File: config.mk
export PLATFORM = sky130hd
export DESIGN_NAME = uart_rx_buffered
export DESIGN_NICKNAME = d
export VERILOG_FILES = /design/src/rtl/uart_rx_buffered.sv
export SDC_FILE = /design/constraint.sdc
export NUM_CORES = 1
export LEC_CHECK = 0
export CAP_MARGIN = 30
export CORE_MARGIN = 1.5
export CORE_UTILIZATION = 48
export DETAILED_ROUTE_END_ITERATION = 12
export PLACE_DENSITY = 0.77
export SLEW_MARGIN = 40
export SYNTH_ARGS = -nofsm -noshare
export SYNTH_HDL_FRONTEND = slang
export SYNTH_SLANG_ARGS = --single-unit
File: constraint.sdc
create_clock -name clk -period 3.2 [get_ports clk]
set_input_delay 0.64 -clock clk [delete_from_list [all_inputs] [get_ports clk]]
set_output_delay 0.64 -clock clk [all_outputs]
set_load 0.01 [all_outputs]
File: src/rtl/uart_rx_buffered.sv
// 8N1 serial receiver with a two-flop input synchronizer feeding a
// first-word-fall-through byte FIFO with sticky overflow reporting.
module uart_rx_buffered #(
   parameter int unsigned CLOCK_FREQ = 25000000,
   parameter int unsigned BIT_RATE   = 9600,
   parameter int unsigned FIFO_DEPTH = 16
) (
   input  logic                             clk,
   input  logic                             reset,
   input  logic                             rx,
   input  logic                             rd_en,
   input  logic                             clear_errors,
   output logic [7:0]                       rd_data,
   output logic                             empty,
   output logic                             full,
   output logic [$clog2(FIFO_DEPTH+1)-1:0]  count,
   output logic                             busy,
   output logic                             frame_error,
   output logic                             overflow
);

   localparam int unsigned BIT_CYCLES  = CLOCK_FREQ / BIT_RATE;
   localparam int unsigned HALF_CYCLES = BIT_CYCLES / 2;
   localparam int unsigned CNT_W       = $clog2(BIT_CYCLES);
   localparam int unsigned PTR_W       = $clog2(FIFO_DEPTH);
   localparam int unsigned COUNT_W     = $clog2(FIFO_DEPTH + 1);

   typedef enum logic [2:0] {S_IDLE, S_START, S_DATA, S_STOP, S_BREAK} state_t;

   logic               rx_meta_q, rx_s_q;
   state_t             state_q, state_d;
   logic [CNT_W-1:0]   cnt_q, cnt_d;
   logic [2:0]         bit_idx_q, bit_idx_d;
   logic [7:0]         shift_q, shift_d;
   logic               push_c, frame_err_c;

   logic [7:0]         mem_q [FIFO_DEPTH];
   logic [PTR_W-1:0]   head_q, head_d, tail_q, tail_d;
   logic [COUNT_W-1:0] count_q, count_d;
   logic               empty_q, full_q, busy_q, frame_error_q, overflow_q, overflow_d;
   logic [7:0]         rd_data_q, rd_data_d;
   logic               pop_ok_c, push_ok_c;

   always_ff @(posedge clk or negedge reset) begin
      if (!reset) begin
         rx_meta_q <= 1'b1;
         rx_s_q    <= 1'b1;
      end else begin
         rx_meta_q <= rx;
         rx_s_q    <= rx_meta_q;
      end
   end

   always_ff @(posedge clk or negedge reset) begin
      if (!reset) begin
         state_q   <= S_IDLE;
         cnt_q     <= '0;
         bit_idx_q <= '0;
         shift_q   <= '0;
      end else begin
         state_q   <= state_d;
         cnt_q     <= cnt_d;
         bit_idx_q <= bit_idx_d;
         shift_q   <= shift_d;
      end
   end

   // Deframer: every timed state counts cnt_q down to zero, then samples rx_s_q.
   always_comb begin
      state_d     = state_q;
      cnt_d       = cnt_q;
      bit_idx_d   = bit_idx_q;
      shift_d     = shift_q;
      push_c      = 1'b0;
      frame_err_c = 1'b0;
      case (state_q)
         S_IDLE: begin
            if (!rx_s_q) begin
               cnt_d   = CNT_W'(HALF_CYCLES - 1);
               state_d = S_START;
            end
         end
         S_START: begin
            if (cnt_q == '0) begin
               if (!rx_s_q) begin
                  state_d   = S_DATA;
                  bit_idx_d = '0;
                  cnt_d     = CNT_W'(BIT_CYCLES - 1);
               end else begin
                  state_d = S_IDLE;
               end
            end else begin
               cnt_d = cnt_q - CNT_W'(1);
            end
         end
         S_DATA: begin
            if (cnt_q == '0) begin
               shift_d = {rx_s_q, shift_q[7:1]};
               cnt_d   = CNT_W'(BIT_CYCLES - 1);
               if (bit_idx_q == 3'd7) state_d = S_STOP;
               else                   bit_idx_d = bit_idx_q + 3'd1;
            end else begin
               cnt_d = cnt_q - CNT_W'(1);
            end
         end
         S_STOP: begin
            if (cnt_q == '0) begin
               if (rx_s_q) begin
                  push_c  = 1'b1;
                  state_d = S_IDLE;
               end else begin
                  frame_err_c = 1'b1;
                  state_d     = S_BREAK;
               end
            end else begin
               cnt_d = cnt_q - CNT_W'(1);
            end
         end
         S_BREAK: begin
            if (rx_s_q) state_d = S_IDLE;
         end
         default: state_d = S_IDLE;
      endcase
   end

   // FIFO bookkeeping; the head byte is precomputed so rd_data is a flop.
   always_comb begin
      pop_ok_c   = rd_en && !empty_q;
      push_ok_c  = push_c && (!full_q || pop_ok_c);
      head_d     = pop_ok_c  ? head_q + PTR_W'(1) : head_q;
      tail_d     = push_ok_c ? tail_q + PTR_W'(1) : tail_q;
      count_d    = count_q + COUNT_W'(push_ok_c) - COUNT_W'(pop_ok_c);
      overflow_d = overflow_q;
      if (clear_errors)           overflow_d = 1'b0;
      if (push_c && !push_ok_c)   overflow_d = 1'b1;
      if (count_d == '0)                     rd_data_d = 8'h00;
      else if (push_ok_c && head_d == tail_q) rd_data_d = shift_q;
      else                                   rd_data_d = mem_q[head_d];
   end

   always_ff @(posedge clk or negedge reset) begin
      if (!reset) begin
         for (int i = 0; i < int'(FIFO_DEPTH); i++) mem_q[i] <= '0;
         head_q        <= '0;
         tail_q        <= '0;
         count_q       <= '0;
         empty_q       <= 1'b1;
         full_q        <= 1'b0;
         rd_data_q     <= '0;
         busy_q        <= 1'b0;
         frame_error_q <= 1'b0;
         overflow_q    <= 1'b0;
      end else begin
         if (push_ok_c) mem_q[tail_q] <= shift_q;
         head_q        <= head_d;
         tail_q        <= tail_d;
         count_q       <= count_d;
         empty_q       <= (count_d == '0);
         full_q        <= (count_d == COUNT_W'(FIFO_DEPTH));
         rd_data_q     <= rd_data_d;
         busy_q        <= (state_d != S_IDLE);
         frame_error_q <= frame_err_c;
         overflow_q    <= overflow_d;
      end
   end

   assign rd_data     = rd_data_q;
   assign empty       = empty_q;
   assign full        = full_q;
   assign count       = count_q;
   assign busy        = busy_q;
   assign frame_error = frame_error_q;
   assign overflow    = overflow_q;

endmodule

==> impl_metrics.csv, run 1 <==
group,metric,value,unit
status,status,"completed",
synth,netlist_instances,905,
layout,syn_to_final_growth,15.0,%
global_routing,grt_max_degree,67,
sta,fin_ws,0.0396,ns
placed_design,dpl_worst_slack,-0.367,ns
sta,period_needed,3.16,ns
clock_network,cts_tree,"done",
synth,synth_edf_count,0,
layout,drive_gt1_frac,0.301,
route,ant_nets,0,
global_routing,track_usage,0.243,
synth,synth_cell_types,66,
sta,fin_worst_skew,0.0123,ns
die,coreArea,20200,um^2
route,drt-wirelength-per-cell,20.9,um
route,vias,7806,
power,p_per_area,841,nW/um^2
sta,tightestPinTransition,0.832,ns
synth,yosysSeqAreaShare,0.461,
power,intPower,5.66,mW
worst_hold_path,hp-class,"in2async",
layout,final_core_util,0.562,
global_routing,overflow,0,
sta,slew_headroom,0.445,
synth,netlist_top_cells_area,"dfrtp_1 (45%), mux2_2 (15%), a211oi_1 (3.5%)",
route,drt-total-wl,25400,um
synth,yosysTopAreaCellShare,0.453,
power,p_leak,5.23,nW
placed_design,gp_congestion,0.848,
worst_setup_path,endpoint_kind,"register",
synth,synth.largest_area_cell,"dfrtp_1",
die,start_util,0.489,
layout,n_antenna_cell,0,
synth,ys_seq_elements,182,
worst_setup_path,r2r-start,"cnt_q[1]",
placed_design,place.port_buffers,22,
global_routing,grt_antenna_before_repair,0,
clock_network,clock-root-buffer,"clkbuf_16",
clock_network,postCtsHoldBufs,0,
clock_network,cts_max_path_buffers,2,
worst_setup_path,arrival,3.52,ns
layout,fillers,1671,
job,cap_violations,0,
power,p_clk_frac,0.240,
die,rows,52,
sta,tns,0,ns
global_routing,grt_pass1_vias,7551,
placed_design,dp.cells,1176,
worst_setup_path,rrSetupSlack,0.04,ns
power,p_comb_frac,0.491,
die,io-pin-count,23,
worst_setup_path,path_max_fanout,5,
synth,synthesis.nets,925,
power,netSwitchingFraction,0.408,
clock_network,clock_latency,0.43,ns
worst_setup_path,startpoint,"cnt_q[1]",
synth,synthArstFlopShare,1.00,
synth,yosys_warnings,0,
die,die-area,21500,um^2
clock_network,clk_pin_slew_worst_paths,0.07,ns
synth,synth_flop_cell,"dfrtp_1",
synth,ys_top_cells_by_count,"dfrtp_1 (179), mux2_2 (133), nand2_1 (64)",
worst_setup_path,worstSetupPathType,"reg2reg",
route,drtIter0Drc,642,
power,power_frac_seq,0.269,
clock_network,clock-sinks,182,
route,route.detailed.drc,0,
synth,netlist_area,9890,um^2
power,ir_worst_vdd,0.531,mV
sta,fin_crit_sh,0.988,
synth,yosysMostFrequentCell,"dfrtp_1",
route,drtPass1Iterations,5,
worst_setup_path,reg2reg_to,"rd_data[6]",
worst_setup_path,reg2reg_depth,17,
clock_network,cts_buffers,17,
die,fp.dieW,147,um
clock_network,htreeDepth,4,
worst_setup_path,cp.required,3.56,ns
sta,slew_violations,0,
layout,stdcell_count,1216,
die,die_h,147,um
placed_design,hpwl,15800,um
sta,hold_viol,0,
power,switching_power,3.91,mW
layout,layout.nets,953,
sta,setup_viol,0,
synth,avgSynthCellArea,10.9,um^2
global_routing,grt_pass1_wl,40800,um
route,routed_via_density,6.42,
sta,rsz0062_at_grt,"true",
sta,clock.fmax,316,MHz
worst_setup_path,startpoint_type,"register",
==> power groups by stage <==
stage / combinational (mW) / sequential [mW] / clock [mW]
6_report: 4.70 / 2.57 / 2.30
5_1_grt: 5.01 / 2.58 / 2.43
4_1_cts: 4.37 / 2.57 / 2.32
3_5_place_dp: 4.31 / 2.60 / 0
3_3_place_gp: 4.23 / 2.60 / 0
2_1_floorplan: 2.66 / 2.62 / 0
==> worst max-delay path: stages (launching register included) <==
cell      delay, ns
dfrtp_1        0.39
inv_2          0.09
ha_4           0.12
nor4b_4        0.22
nand4_1        0.22
nor2_1         0.15
inv_1          0.05
ha_1           0.28
inv_2          0.04
ha_4           0.16
fa_2           0.38
a21o_1         0.18
a21oi_2        0.16
xnor2_2        0.15
nand2b_4       0.18
buf_6          0.12
nand2_1        0.05
o22ai_1        0.14
==> state kept, by name (all words and copies together), names as in the netlist <==
| register | flops |
|---|---|
| bit_idx_q | 3 |
| busy | 1 |
| cnt_q | 12 |
| count | 5 |
| empty | 1 |
| frame_error | 1 |
| full | 1 |
| head_q | 4 |
| mem_q | 128 |
| overflow | 1 |
| rd_data | 8 |
| rx_meta_q | 1 |
| rx_s_q | 1 |
| shift_q | 8 |
| state_q | 3 |
| tail_q | 4 |
==> placed cells by master, fill, tap and decap left out, types with 4 or more instances in the layout <==
master,count
dfrtp_1,177
mux2_2,133
nand2_1,64
buf_4,55
a211oi_1,46
o21ai_0,40
nand3_1,39
nor2_1,33
nand4_1,30
a22oi_1,30
a211o_1,28
inv_1,21
clkdlybuf4s50_1,21
a21oi_1,20
o311ai_0,20
clkbuf_16,17
o211ai_1,12
ha_1,11
nand3_4,7
buf_12,7
nor3_1,6
inv_2,6
xnor2_1,6
and3_1,6
nand3_2,5
inv_6,4
xor2_1,4
a21o_1,4
nand4_2,4
o22ai_1,4
o31ai_1,4
a22o_1,4
bufinv_16,4
==> per-layer routing <==
| metal | up-vias | GRT usage | wire [um] |
|---|---|---|---|
| li1 | 3468 | - | - |
| met1 | 3911 | 0.332 | 10900 |
| met2 | 369 | 0.378 | 11800 |
| met3 | 58 | 0.0522 | 1870 |
| met4 | 0 | 0.0970 | 767 |
| met5 | - | 0 | 0 |
==> cells by family after synthesis <==
family / Yosys count / synth area share
and+or+nand+nor: 217 / 0.128
xor gates and xnor gates: 14 / 0.0158
AOI/OAI and AO/OA: 234 / 0.169
adders and majority gates: 15 / 0.0197
DFF: 182 / 0.461
muxes: 137 / 0.157
buffers and inverters: 106 / 0.0496
==> layout make-up <==
| class | count | area, um^2 | area share |
|---|---|---|---|
| tap | 270 | 338 | 0.0297 |
| clock buffer | 21 | 460 | 0.0405 |
| timing repair buffer | 86 | 797 | 0.0701 |
| sequential | 182 | 4560 | 0.401 |
| clock inverter | 11 | 186 | 0.0164 |
| multi-input combinational | 617 | 4920 | 0.432 |
| inverter | 29 | 115 | 0.0101 |
==> stage by stage <==
step                hold slack, ns  cell area, um^2  total power [mW]
finish                       0.169            11400              9.57
floorplan                    0.344             9900              5.28
CTS                          0.200            11200              9.25
global route                 0.216            11400              10.0
global placement             0.351            10600              6.84
detailed placement           0.349            10600              6.92
==> worst max path at each step <==
stage	to	slack (ns)	depth (start not counted)
2_1_floorplan	rd_data[6]	0.009	17
3_3_place_gp	rd_data[6]	-0.29	17
6_report	rd_data[6]	0.04	17
3_5_place_dp	rd_data[6]	-0.37	17
4_1_cts	rd_data[6]	0.0004	17
5_1_grt	rd_data[6]	-0.05	17
==> what timing repair did <==
| item | CTS | global route |
|---|---|---|
| cloned | 0 | 1 |
| resized for setup | 1 | 18 |
| pin swaps | 2 | 12 |
| setup endpoints to repair | 7 | 9 |
| setup buffers | 1 | 6 |
No activity file was read; power rests on OpenSTA's default activity.
==> run 2, diff against run 1 <==
--- a/config.mk
+++ b/config.mk
@@ -6,7 +6,6 @@
 export NUM_CORES = 1
 export LEC_CHECK = 0
 export CAP_MARGIN = 30
-export CORE_MARGIN = 1.5
 export CORE_UTILIZATION = 48
 export DETAILED_ROUTE_END_ITERATION = 12
 export PLACE_DENSITY = 0.77
==> run 2 against run 1 <==
  * Global-route usage increased by 0.64 points
  * Critical endpoint is now rd_data[3]
  * Largest power group unchanged
  * Clock skew decreased by 0.0048 ns
  * Fmax decreased by 2.8%
  * The flow now finishes with violations (negative setup slack)
==> impl_metrics.csv, run 2 (synthesized netlist as in run 1, its figures left out) <==
group,metric,value,unit
die,rows,52,
power,ir_worst_vdd,0.463,mV
layout,final_core_util,0.562,
layout,multi_input_area,4920,um^2
route,drtPass1Iterations,6,
worst_setup_path,reg2reg_depth,17,
sta,fin_worst_skew,0.00751,ns
worst_hold_path,hp-class,"in2async",
worst_setup_path,crit_top_cell,"ha_4",
sta,fin_ws,-0.0512,ns
global_routing,grt_pass1_vias,7709,
status,status,"complete, but fails checks",
sta,tightestPinTransition,0.841,ns
job,cap_violations,0,
clock_network,clock_latency,0.44,ns
worst_setup_path,startpoint,"cnt_q[1]",
layout,final_common_cell,"dfrtp_1",
sta,slew_violations,0,
power,power,9.56,mW
worst_setup_path,reg2reg_to,"rd_data[3]",
layout,top_register,"mem_q",
power,p_leak,5.21,nW
clock_network,clk_pin_slew_worst_paths,0.07,ns
worst_setup_path,crit_end,"rd_data[3]",
global_routing,grt_max_degree,61,
global_routing,grt_antenna_before_repair,0,
worst_setup_path,startpoint_type,"register",
sta,period_needed,3.25,ns
die,coreArea,20200,um^2
die,die-area,21200,um^2
sta,fin_crit_sh,1.02,
route,route.detailed.drc,0,
layout,reg_top3,"mem_q: 128 flops, cnt_q: 12 flops",
worst_setup_path,worstSetupPathType,"reg2reg",
route,ant_nets,0,
worst_setup_path,cp.depth,17,
clock_network,cts_tree,"done",
route,drtIter0Drc,736,
route,vias,7744,
worst_setup_path,cp.required,3.57,ns
die,start_util,0.489,
clock_network,htreeDepth,4,
sta,clock.fmax,308,MHz
layout,drive_gt1_frac,0.305,
worst_setup_path,path_buf_inv,4,
power,p_per_area,841,nW/um^2
status,violations,"negative setup slack",
worst_setup_path,endpoint_kind,"register",
placed_design,place.port_buffers,22,
layout,syn_to_final_growth,14.9,%
global_routing,overflow,0,
placed_design,hpwl,16000,um
layout,largest_reg_flops,128,
die,die_h,146,um
worst_setup_path,rrSetupSlack,-0.05,ns
global_routing,grt_pass1_wl,41600,um
worst_setup_path,path_cells,"inv_2, ha_4, nor4b_4, nand4_1, nor2_1, inv_1, ha_4, inv_2, ha_4, fa_2, a21o_1, a21oi_2, xnor2_2, nand2b_4, buf_2, o21ai_1, nor2_1",
clock_network,cts_buffers,17,
worst_setup_path,r2r-start,"cnt_q[1]",
placed_design,gp_congestion,0.857,
worst_setup_path,arrival,3.62,ns
sta,setup_viol,8,
die,io-pin-count,23,
clock_network,clock-sinks,182,
global_routing,track_usage,0.249,
worst_setup_path,cp_slowest_stage_delay,0.39,ns
sta,slew_headroom,0.439,
worst_setup_path,crit_slowest_cell,"dfrtp_1",
layout,layout.nets,955,
sta,rsz0062_at_grt,"true",
route,drt-total-wl,25700,um
clock_network,cts_max_path_buffers,2,
die,fp.dieW,146,um
clock_network,postCtsHoldBufs,0,
route,drt-wirelength-per-cell,21.1,um
route,routed_via_density,6.36,
worst_setup_path,path_max_fanout,5,
clock_network,clock-root-buffer,"clkbuf_16",
worst_setup_path,crit_family,"adder cells",
layout,regArea,4560,um^2
layout,final_cell_mix,"dfrtp_1 (177), mux2_2 (133), nand2_1 (62), buf_4 (56), a211oi_1 (46)",
sta,hold_viol,0,
layout,fillers,1649,
layout,n_antenna_cell,0,
==> run 2: worst min-delay path by stage <==
stage,start,to,slack [ns],depth (start not counted)
after global placement,rx_meta_q,rx_s_q,0.35,0
after detailed placement,rx_meta_q,rx_s_q,0.35,0
final,reset,cnt_q[3],0.15,1
after floorplan,reset,bit_idx_q[0],0.34,0
after global routing,reset,cnt_q[5],0.19,1
after CTS,reset,cnt_q[5],0.17,1
==> run 2: report_power, final <==
| part | total (mW) | switching (mW) | internal [mW] |
|---|---|---|---|
| clock | 2.20 | 0.941 | 1.26 |
| combinational | 4.81 | 2.89 | 1.92 |
| sequential | 2.55 | 0.103 | 2.45 |
==> run 2: layout make-up <==
class / instances / share of cell area
Clock buffer: 18 / 0.0386
Clock inverter: 13 / 0.0149
Inverter: 29 / 0.0101
Multi-Input combinational cell: 617 / 0.433
Sequential cell: 182 / 0.401
Tap cell: 270 / 0.0297
Timing Repair Buffer: 88 / 0.0720
==> run 2: repair_timing <==
item,in CTS,in global routing
endpoints found under the setup margin,8,9
pin swaps,7,9
buffers inserted,1,5
gates cloned,1,0
resized for setup,9,8
==> run 2: metal layers <==
layer / wire [um] / track usage / vias up
li1: - / - / 3474
met3: 1970 / 0.0511 / 52
met5: 0 / 0 / -
met4: 628 / 0.0958 / 0
met2: 12200 / 0.399 / 350
met1: 10900 / 0.334 / 3868
==> run 2: metrics by stage <==
step	setup TNS (ns)	setup WS (ns)	instance area [um^2]	hold WS, ns	instances
2_1_floorplan	0	0.00937	9900	0.344	905
6_report	-0.201	-0.0512	11400	0.155	1217
3_3_place_gp	-2.16	-0.298	10600	0.351	1179
3_5_place_dp	-2.78	-0.398	10600	0.348	1179
4_1_cts	0	0.0103	11300	0.166	1212
5_1_grt	-1.26	-0.181	11400	0.191	1217
==> run 3, diff against run 2 <==
--- a/config.mk
+++ b/config.mk
@@ -6,9 +6,10 @@
 export NUM_CORES = 1
 export LEC_CHECK = 0
 export CAP_MARGIN = 30
+export CORE_MARGIN = 5
 export CORE_UTILIZATION = 48
 export DETAILED_ROUTE_END_ITERATION = 12
-export PLACE_DENSITY = 0.77
+export PLACE_DENSITY = 0.74
 export SLEW_MARGIN = 40
 export SYNTH_ARGS = -nofsm -noshare
 export SYNTH_HDL_FRONTEND = slang
==> constraint.sdc (replaced) <==
create_clock -name clk -period 3.3 [get_ports clk]
set_input_delay 0.66 -clock clk [delete_from_list [all_inputs] [get_ports clk]]
set_output_delay 0.66 -clock clk [all_outputs]
set_load 0.01 [all_outputs]
==> run 3 against run 2 <==
  * The run now ends clean
  * First-iteration DRC count is 4.8% lower
  * Combinational power shrank 3%
  * Flip-flop and latch count did not move
  * Worst setup slack improved by 0.072 ns
  * Via count shrank 1.2%
  * Non-clock buffer count down 3
  * Final cell count down 0.16%
  * Utilization is 0.15 points lower
  * Global-route usage fell by 3.3 points
  * Highest routed layer unchanged
==> impl_metrics.csv, run 3 (synthesized netlist as in run 1, its figures left out) <==
group,metric,value,unit
worst_setup_path,startpoint,"cnt_q[1]",
die,coreArea,20200,um^2
route,drt-wirelength-per-cell,20.9,um
route,vias,7653,
worst_setup_path,startpoint_type,"register",
layout,final_cell_mix,"dfrtp_1 (178), mux2_2 (133), nand2_1 (63), buf_4 (53), a211oi_1 (46)",
worst_setup_path,crit_top_cell,"ha_4",
worst_setup_path,path_cells,"inv_2, ha_4, nor4b_4, nand4_1, nor2_1, inv_1, ha_4, inv_2, ha_4, fa_2, xor2_1, nor4_2, buf_4, nand2b_4, buf_6, nand2_1, o22ai_1",
sta,setup_viol,0,
clock_network,htreeDepth,4,
clock_network,cts_buffers,17,
layout,final_common_cell,"dfrtp_1",
sta,rsz0062_at_grt,"true",
clock_network,clock_latency,0.44,ns
sta,fin_crit_sh,0.994,
layout,drive_gt1_frac,0.298,
clock_network,clk_pin_slew_worst_paths,0.07,ns
power,p_per_area,810,nW/um^2
worst_setup_path,cp_slowest_stage_delay,0.39,ns
sta,tns,0,ns
die,die-area,23600,um^2
sta,period_needed,3.28,ns
layout,regArea,4560,um^2
clock_network,cts_max_path_buffers,2,
status,status,"completed",
worst_setup_path,worstSetupPathType,"reg2reg",
power,switching_power,3.70,mW
worst_setup_path,endpoint_kind,"register",
worst_setup_path,crit_slowest_cell,"dfrtp_1",
worst_setup_path,path_buf_inv,5,
sta,slew_violations,0,
worst_setup_path,path_max_fanout,5,
sta,fin_worst_skew,0.0201,ns
placed_design,hpwl,15800,um
layout,largest_reg_flops,128,
route,ant_nets,0,
die,fp.dieW,154,um
worst_setup_path,arrival,3.58,ns
layout,syn_to_final_growth,14.6,%
sta,hold_viol,0,
route,drtIter0Drc,701,
job,cap_violations,0,
global_routing,grt_max_degree,70,
clock_network,clock-sinks,182,
global_routing,grt_pass1_wl,41100,um
worst_setup_path,cp.required,3.60,ns
clock_network,clock-root-buffer,"clkbuf_16",
global_routing,overflow,0,
layout,top_register,"mem_q",
die,rows,52,
global_routing,grt_antenna_before_repair,0,
placed_design,gp_congestion,0.872,
sta,tightestPinTransition,0.856,ns
placed_design,dp.cells,1176,
route,routed_via_density,6.30,
layout,multi_input_area,4910,um^2
route,drtPass1Iterations,7,
global_routing,grt_pass1_vias,7373,
power,netSwitchingFraction,0.403,
layout,layout.nets,952,
layout,n_antenna_cell,0,
clock_network,postCtsHoldBufs,0,
power,p_comb_frac,0.509,
sta,slew_headroom,0.429,
die,start_util,0.489,
layout,fillers,1697,
clock_network,cts_tree,"done",
worst_setup_path,crit_family,"simple AND/OR/NAND/NOR gates",
worst_hold_path,hp-class,"in2async",
power,p_leak,5.18,nW
layout,stdcell_count,1215,
route,route.detailed.drc,0,
layout,reg_top3,"mem_q: 128 flops, cnt_q: 12 flops",
die,die_h,154,um
route,drt-total-wl,25400,um
power,intPower,5.48,mW
placed_design,place.port_buffers,22,
power,power_frac_seq,0.268,
die,io-pin-count,23,
power,ir_worst_vdd,0.635,mV
sta,clock.fmax,305,MHz
power,p_clk_frac,0.223,
global_routing,track_usage,0.216,
worst_setup_path,r2r-start,"cnt_q[1]",
run 3: cell types whose count changed in the layout (fill, tap and decap cells not counted), sizes merged:
cell,previous run,this run
clkbuf,18,22
clkinv,6,4
bufinv,3,2
inv,33,29
clkinvlp,0,4
buf,67,64
run 3: final cells by class:
cell class,instances,share of cell area
Timing Repair Buffer,85,0.0715
Multi-Input combinational cell,617,0.434
Inverter,29,0.0102
Tap cell,270,0.0298
Clock buffer,22,0.0418
Sequential cell,182,0.402
Clock inverter,10,0.0107
run 3: power by group through the flow:
stage / combinational (mW) / sequential [mW] / clock [mW]
2_1_floorplan: 2.58 / 2.54 / 0
3_3_place_gp: 4.30 / 2.50 / 0
3_5_place_dp: 4.36 / 2.50 / 0
4_1_cts: 4.39 / 2.46 / 2.07
5_1_grt: 4.99 / 2.47 / 2.17
6_report: 4.67 / 2.46 / 2.05
run 3: metal layers:
metal  global-route usage  vias up  routed length, um
met3               0.0444       62               1840
li1                     -     3455                  -
met2                0.329      327              11800
met1                0.311     3809              11000
met4               0.0719        0                706
met5                    0        -                  0
run 3: stage by stage:
step | setup WS [ns] | hold slack [ns] | power, mW | area (um^2) | utilization
after floorplan | 0.0746 | 0.345 | 5.12 | 9890 | -
after global placement | -0.229 | 0.347 | 6.80 | 10600 | 0.525
after detailed placement | -0.348 | 0.347 | 6.85 | 10600 | 0.525
after CTS | 0.0104 | 0.242 | 8.92 | 11200 | 0.554
after global routing | -0.0765 | 0.280 | 9.64 | 11300 | 0.560
final | 0.0209 | 0.220 | 9.18 | 11300 | 0.560
run 3: repair_timing:
action                                  in CTS  in global routing
setup buffers                                0                  6
endpoints found under the setup margin       7                  9
pin swaps                                    2                 10
gates resized for setup                      1                 15
endpoints found under the hold margin        0                  0
gates cloned                                 0                  1
run 3: path summary, 6_finish.rpt:
check / end / slack [ns] / cells past startpoint
worst max-delay path: rd_data[6] / 0.02 / 17
worst min-delay path: mem_q[79] / 0.22 / 1
worst max register to register: rd_data[6] / 0.02 / 17
worst min register to register: rx_s_q / 0.36 / 0
max in group asynchronous: rx_s_q / 2.27 / 2
min in group clk: rx_s_q / 0.36 / 0
run 3: worst register-to-register path: cells and delay by family, from the launching register on:
family                     cells  cell delay [ns]
AOI/OAI and AO/OA              1             0.08
xor gates and xnor gates       1             0.17
adders and majority gates      4             0.92
buffers and inverters          5             0.52
DFF                            1             0.39
and+or+nand+nor                6             1.06
